--- config.mk ---
export PLATFORM = sky130hd
export DESIGN_NAME = sprite_row_fetcher
export DESIGN_NICKNAME = d
export VERILOG_FILES = /design/src/rtl/sprite_pkg.sv /design/src/rtl/sprite_line_buffer.sv /design/src/rtl/sprite_row_fetcher.sv
export SDC_FILE = /design/constraint.sdc
export NUM_CORES = 1
export LEC_CHECK = 0
export BUFFER_PORTS_ARGS = -buffer_cell sky130_fd_sc_hd__buf_2
export CAP_MARGIN = 20
export CORE_MARGIN = 4
export CORE_UTILIZATION = 51
export DETAILED_ROUTE_END_ITERATION = 16
export PLACE_DENSITY = 0.66
export SLEW_MARGIN = 20
export SYNTH_ARGS = -nofsm -noshare
export SYNTH_HDL_FRONTEND = slang
export SYNTH_SLANG_ARGS = --single-unit
--- constraint.sdc ---
create_clock -name clk -period 4.21 [get_ports clk]
set_input_delay 0.6315 -clock clk [delete_from_list [all_inputs] [get_ports clk]]
set_output_delay 0.6315 -clock clk [all_outputs]
set_load 0.02 [all_outputs]
--- src/rtl/sprite_pkg.sv ---
// Shared constants and types for the sprite row fetch path.
package sprite_pkg;

  typedef enum logic [1:0] {
    UP    = 2'd0,
    RIGHT = 2'd1,
    DOWN  = 2'd2,
    LEFT  = 2'd3
  } orient_t;

  typedef enum logic {
    IDLE  = 1'b0,
    FETCH = 1'b1
  } fetch_state_t;

  localparam logic [3:0] EMPTY_SPRITE = 4'hF;
  localparam int         TILE_W       = 8;

endpackage

--- src/rtl/sprite_line_buffer.sv ---
// Double-buffered tile line store: writes land in the back bank, pixel reads come from the front bank.
module sprite_line_buffer
  import sprite_pkg::*;
#(
  parameter int TILES = 10,
  parameter int CW    = $clog2(TILES)
) (
  input  logic              clk,
  input  logic              reset,
  input  logic              front_bank,
  input  logic              wr_en,
  input  logic [CW-1:0]     wr_col,
  input  logic [TILE_W-1:0] wr_data,
  input  logic [CW-1:0]     rd_col,
  input  logic [2:0]        rd_x,
  output logic              pixel_on
);

  logic [TILE_W-1:0] mem [2][TILES];
  logic              back_bank;
  logic              rd_in_range;

  assign back_bank   = ~front_bank;
  assign rd_in_range = ({1'b0, rd_col} < (CW+1)'(TILES));

  // Stored slices are active-low; an erased entry (all ones) reads as blank.
  always_ff @(posedge clk) begin
    if (reset) begin
      for (int b = 0; b < 2; b++) begin
        for (int t = 0; t < TILES; t++) begin
          mem[b][t] <= '1;
        end
      end
      pixel_on <= 1'b0;
    end else begin
      if (wr_en) begin
        mem[back_bank][wr_col] <= wr_data;
      end
      pixel_on <= rd_in_range ? ~mem[front_bank][rd_col][rd_x] : 1'b0;
    end
  end

endmodule

--- src/rtl/sprite_row_fetcher.sv ---
// Per-scanline scheduler: walks the tile map, forwards each tile to the sprite ROM and
// captures the returned slice into the back bank of the line buffer.
//
//   state | meaning
//   IDLE  | back bank complete, waiting for line_start
//   FETCH | issuing map requests / draining the 2-stage map->ROM pipeline
module sprite_row_fetcher
  import sprite_pkg::*;
#(
  parameter  int TILES = 10,
  localparam int CW    = $clog2(TILES)
) (
  input  logic          clk,
  input  logic          reset,
  input  logic          line_start,
  input  logic [2:0]    line_index,
  output logic [CW-1:0] map_col,
  output logic          map_req,
  input  logic [3:0]    map_sprite_ID,
  input  logic [1:0]    map_orientation,
  output logic [3:0]    rom_sprite_ID,
  output logic [1:0]    rom_orientation,
  output logic [2:0]    rom_line_index,
  input  logic [7:0]    rom_data,
  input  logic [CW-1:0] pix_col,
  input  logic [2:0]    pix_x,
  output logic          pixel_on,
  output logic          busy,
  output logic          done,
  output logic          overrun
);

  fetch_state_t  state, next_state;
  logic          front_bank;
  logic [2:0]    line_idx_q;
  logic          req_d1, req_d2;
  logic [CW-1:0] col_d1, col_d2;
  logic          last_col;
  logic          wr_en;
  logic          last_wr;

  assign last_col = (map_col == CW'(TILES - 1));
  // A new line_start discards the write that would land in the same cycle.
  assign wr_en    = req_d2 && !line_start;
  assign last_wr  = wr_en && (col_d2 == CW'(TILES - 1));

  always_ff @(posedge clk) begin
    if (reset) begin
      state <= IDLE;
    end else begin
      state <= next_state;
    end
  end

  always_comb begin
    next_state = state;
    case (state)
      IDLE:    if (line_start) next_state = FETCH;
      FETCH: begin
        if (line_start)   next_state = FETCH;
        else if (last_wr) next_state = IDLE;
      end
      default: next_state = IDLE;
    endcase
  end

  always_comb begin
    busy            = (state == FETCH);
    overrun         = line_start && (state == FETCH) && !reset;
    rom_sprite_ID   = EMPTY_SPRITE;
    rom_orientation = UP;
    if (req_d1) begin
      rom_sprite_ID   = map_sprite_ID;
      rom_orientation = map_orientation;
    end
  end

  always_ff @(posedge clk) begin
    if (reset) begin
      map_col    <= '0;
      map_req    <= 1'b0;
      req_d1     <= 1'b0;
      req_d2     <= 1'b0;
      col_d1     <= '0;
      col_d2     <= '0;
      front_bank <= 1'b0;
      line_idx_q <= '0;
      done       <= 1'b0;
    end else begin
      done <= last_wr;
      if (line_start) begin
        front_bank <= ~front_bank;
        line_idx_q <= line_index;
        map_col    <= '0;
        map_req    <= 1'b1;
        req_d1     <= 1'b0;
        req_d2     <= 1'b0;
      end else begin
        if (map_req) begin
          if (last_col) map_req <= 1'b0;
          else          map_col <= map_col + CW'(1);
        end
        req_d1 <= map_req;
        col_d1 <= map_col;
        req_d2 <= req_d1;
        col_d2 <= col_d1;
      end
    end
  end

  assign rom_line_index = line_idx_q;

  sprite_line_buffer #(
    .TILES (TILES),
    .CW    (CW)
  ) u_line_buffer (
    .clk        (clk),
    .reset      (reset),
    .front_bank (front_bank),
    .wr_en      (wr_en),
    .wr_col     (col_d2),
    .wr_data    (rom_data),
    .rd_col     (pix_col),
    .rd_x       (pix_x),
    .pixel_on   (pixel_on)
  );

endmodule

; Word-level counts from Yosys, hierarchy flattened
; Memory sizes are Yosys's and may differ from the RTL's. A register that Yosys moved wholly into a read port is not among the register bits.
; Index checks and enable logic that the tools add are counted.
[word_totals]
in_bits = 27
out_inout_bits = 18
ff_bits = 22
elab_cells = 64
mem_count = 1
ramBits = 160
[op_classes]
eq_ne = 2
reduce_logical = 11
addsub = 1
muxes = 26
magnitude_cmp = 5
n_bitwise = 7
[memory_table]
columns = name, depth, width, rd, rd_clocked_by_memory_dff, write_ports, line
row1 = u_line_buffer.mem, 2, 80, 1, 1, 2, sprite_line_buffer.sv:19  ; logic [TILE_W-1:0] mem [2][TILES];
[ops]
columns = cell, count
row1 = two-way mux 80 bit, 3
row2 = OR reduction 80 bit, 1
row3 = binary-select mux 8 bit (select 4 bit), 1
row4 = demux 8 bit (select 4 bit), 1
row5 = two-way mux 8 bit, 3
row6 = two-way mux 1 bit, 14
row7 = >= comparator 5 bit (second input constant), 2
row8 = NOT 4 -> 5 bit, 2
row9 = equality test 4 bit (second input constant), 2
row10 = logical AND 1 bit, 5
row11 = < comparator 5 x 1 -> 1 bit (second input constant), 1
row12 = NOT 1 bit, 5
row13 = adder 4 x 1 -> 4 bit (second input constant), 1
row14 = < comparator 3 x 4 -> 1 bit (second input constant), 1
row15 = < comparator 4 bit (second input constant), 1
row16 = two-way mux 4 bit, 1
row17 = OR reduction 2 bit, 2
row18 = binary-select mux 1 bit (select 3 bit), 1
row19 = zero test 1 bit, 2
row20 = two-way mux 2 bit, 1
row21 = case mux 1 bit (2 select lines), 1
row22 = AND reduction 2 bit, 1

; Depth between registers and ports, before layout
[depth]
ltp_word = 8
depth_mapped = 8
ltp_nobuf = 7

; Hierarchy
; Synthesis repeated with hierarchy kept, for this count alone.
[hier_totals]
cells_unflattened = 544
area_unflattened_um2 = 8022.7
[modules_own_cells]
columns = mod, n_inst, seq_area_each_um2, cells_each, area_per_inst_um2
row1 = sprite_line_buffer, 1, 4824.6, 461, 7188.1
row2 = sprite_row_fetcher, 1, 420.4, 83, 834.6

; Least setup slack after synthesis
; No wires, ideal clock.
[synth_path]
path_type = in2reg
start = input port line_start
end = memory u_line_buffer.mem[1][16] (netlist bit) (enable)
path_buffers = 1
setup_time_ps = 384
required_ps = 3826
path_slack_ps = 1844
path_stages = 6
arrival_time_ps = 1982
path_cell_list = buf_2 > nor2_1 > nand2_1 > nor2_1 > nand3b_1 > o21ai_0
[synth_lines]
columns = element, line
row1 = "start, declared", sprite_row_fetcher.sv:15  ; input logic line_start,
row2 = "end, declared", sprite_line_buffer.sv:19

; Worst setup path after layout
[layout_path]
start = input port reset
end = output port overrun
[layout_via]
elab_chain_cells = 2
[layout_lines]
columns = element, line
row1 = "start, declared", sprite_row_fetcher.sv:14  ; input logic reset,
row2 = zero test 1 bit, sprite_row_fetcher.sv:69  ; overrun = line_start && (state == FETCH) && !reset;
row3 = logical AND 1 bit, sprite_row_fetcher.sv:69
row4 = "end, declared", sprite_row_fetcher.sv:30  ; output logic overrun
; No other way between the ends.

==> impl_metrics.json <==
{
  "overflow": 0,
  "async_reset_ff_share_pct": 0,
  "ys_warn_count": 0,
  "drt_first_iter_violations": 579,
  "power_density_mw_per_mm2": 416,
  "wl_met2_um": 8370,
  "hold_start": "line_index[2]",
  "track_usage_pct": 21.6,
  "rrSetupSlack_ns": 1.80,
  "syn2layout_area_growth_pct": 12.0,
  "synth_commonest_cells": "edfxtp_1 (160), or2_1 (51), mux2i_1 (37)",
  "io_pins": 45,
  "crit_top_cell": "buf_2",
  "drc_errors": 0,
  "grt_pass1_wl_um": 28000,
  "die_h_um": 133,
  "design.core.area_sq_mm": 0.0153,
  "comb_power_share_pct": 5.6,
  "leakage_nw": 2.58,
  "tns_ns": 0,
  "numPortBuffers": 44,
  "required_ns": 3.58,
  "syn_area_sq_mm": 0.00797,
  "r2r_end": "u_line_buffer.pixel_on",
  "period_minus_slack_ns": 2.54,
  "ctsHoldBuffers": 0,
  "post_route_cells_drive_above_1_share_pct": 23.5,
  "whs_path_depth": 3,
  "nets": 604,
  "end_kind": "output port",
  "grt_pass1_vias": 4577,
  "grt_setup_unrepaired": "no",
  "cts_repair_resize_count": 0,
  "diodes": 0,
  "vias": 4630,
  "clk_pin_slew_worst_paths_ns": 0.06,
  "topRoutingLayerUsed": "met4",
  "synth.area.top_cells": "edfxtp_1 (60%), mux4_2 (7.1%), dfxtp_1 (5.8%)",
  "cap_violations": 0,
  "hold_violations": 0,
  "wl_met3_um": 1300,
  "timing.fmax_ghz": 0.394,
  "dr.pass1.iters": 5,
  "drt-met1-wl_um": 8360,
  "p_int_mw": 2.92,
  "ys_ff_latch": 183,
  "h-tree-depth": 4,
  "critPathKind": "input port to output port",
  "routedWlPerCell_um": 23.1,
  "synth_ff_type": "edfxtp_1",
  "cts-root-buf": "clkbuf_16",
  "place_hpwl_um": 12400,
  "slew_violations": 0,
  "critPathSlowestCell": "inv_1",
  "netSwitchingPower_mw": 0.794,
  "hold_path.class": "input port to flip-flop",
  "finalNonFillerCells": 799,
  "syn_nets": 561,
  "clock_power_share_pct": 41.0,
  "peakVddDrop_uv": 299,
  "netlist.area_leader.share_pct": 60.3,
  "ant_nets": 0,
  "finalWeightedCongestion": 0.840,
  "synth_most_common_cell": "edfxtp_1",
  "critPathLaunchType": "input port",
  "die_w_um": 133,
  "slowest_delay_ns": 0.62,
  "cts_tree": "built",
  "cp_max_fo": 22,
  "fin_util_pct": 58.5,
  "start_util_pct": 52.2,
  "p_seq_share_pct": 53.5,
  "avgSynthCellArea_sq_um": 15.0,
  "finalSetupViolations": 0,
  "synth-seq-area-share_pct": 66.1,
  "clock_sinks": 183,
  "critPathTopFamily": "buffers and inverters",
  "post_cts_buffers": 0,
  "worstPathArrival_ns": 1.90,
  "die_area_sq_mm": 0.0177,
  "holdPathEnd": "rom_line_index[2]",
  "postSynthCellCount": 532,
  "antenna_found_initial": 0,
  "period_share_pct": 60.2,
  "nFillCells": 1222,
  "ys_types": 53,
  "status": "completed",
  "grt_max_degree": 38,
  "worst_slew_pin_slew_ns": 0.817,
  "clock_path_buffers": 2,
  "routed_via_density": 5.79,
  "slew_headroom_pct": 45.2,
  "synth_edf_count": 160,
  "swShare_pct": 21.4,
  "numCtsBuffers": 17,
  "r2r_cells": 6,
  "dp_cells": 767,
  "worstSkewPairLatency_ns": 0.43,
  "crit_chain": "buf_2 > inv_1 > and3_1 > buf_2",
  "rows": 45,
  "path_buf_inv": 3,
  "finalClockSkew_ns": 0.00836,
  "drt-total-wl_um": 18400,
  "yosys.area.top_type": "edfxtp_1"
}
## area by class of cell
type | count | area (sq um) | area share [%]
repair buffers | 53 | 288 | 3.22
inverters | 5 | 18.8 | 0.210
clock buffers | 25 | 529 | 5.93
well taps | 211 | 264 | 2.96
multi-input cells | 315 | 2520 | 28.2
flip-flops and latches | 183 | 5270 | 59.0
clock inverters | 7 | 40.0 | 0.449
## how the worst max path moves through the flow
stage               depth (start not counted)  slack (ns)  startpoint                  endpoint
CTS                                         4        1.64       reset                   overrun
global route                                4        1.57       reset                   overrun
global placement                            6        1.36  line_start  u_line_buffer.mem[0][30]
floorplan                                   6        1.84  line_start  u_line_buffer.mem[1][16]
detailed placement                          6        1.28  line_start  u_line_buffer.mem[1][21]
finish                                      4        1.67       reset                   overrun
## placed cells by master, fill, tap and decap left out, types with 4 or more instances in the layout
| cell type | netlist | final |
|---|---|---|
| a21o_1 | 10 | 10 |
| a21oi_1 | 9 | 9 |
| and2_1 | 4 | 4 |
| buf_2 | 5 | 44 |
| buf_4 | 3 | 9 |
| clkbuf_16 | 0 | 19 |
| dfxtp_1 | 23 | 22 |
| edfxtp_1 | 160 | 160 |
| inv_1 | 5 | 6 |
| mux2i_1 | 37 | 37 |
| mux4_2 | 25 | 25 |
| nand2_1 | 32 | 32 |
| nand2b_1 | 24 | 24 |
| nand3_1 | 5 | 5 |
| nor2_1 | 24 | 24 |
| o21ai_0 | 11 | 8 |
| o21ai_1 | 4 | 7 |
| o22ai_1 | 4 | 4 |
| or2_1 | 51 | 51 |
| or2_2 | 23 | 23 |
## registers in the layout, summed over array words and instances, names as in the netlist, named ones only
name,cells
done,1
map_req,1
req_d1,1
col_d2,4
u_line_buffer.mem,160
rom_line_index,3
map_col,4
u_line_buffer.pixel_on,1
front_bank,1
req_d2,1
busy,1
col_d1,4
## stage by stage
step / hold slack, ns / total power [mW] / worst slack, ns / cell area [sq um]
after detailed placement: 0.482 / 2.23 / 1.28 / 8350
final: 0.442 / 3.71 / 1.67 / 8920
after global placement: 0.470 / 2.23 / 1.36 / 8350
after global routing: 0.451 / 3.82 / 1.57 / 8920
after floorplan: 0.460 / 2.17 / 1.84 / 7970
after CTS: 0.433 / 3.72 / 1.64 / 8920
## power groups by stage
stage / sequential [mW] / clock (mW) / combinational, mW
final: 1.98 / 1.52 / 0.207
after global routing: 1.98 / 1.61 / 0.223
after CTS: 1.98 / 1.53 / 0.207
after detailed placement: 2.02 / 0 / 0.207
after global placement: 2.02 / 0 / 0.204
after floorplan: 2.02 / 0 / 0.143
## worst min-delay path, stage by stage
cell and delay, ns:
buf_2 0.07, mux2i_1 0.05, nor2_1 0.07
## cell families after synthesis
family	count (synthesis)	synth area share (%)
flops	183	66.1
mux	64	12.4
xor+xnor	4	0.440
simple gates	184	13.1
fa+ha+maj	2	0.314
compound gates	61	5.36
buf+inv	34	2.31
## per-layer routing
metal	track usage [%]	vias to the layer above
met2	31.7	194
li1	-	2093
met4	6.99	0
met3	4.49	27
met5	0	-
met1	32.6	2316
Power figures use the tool's default switching activity.
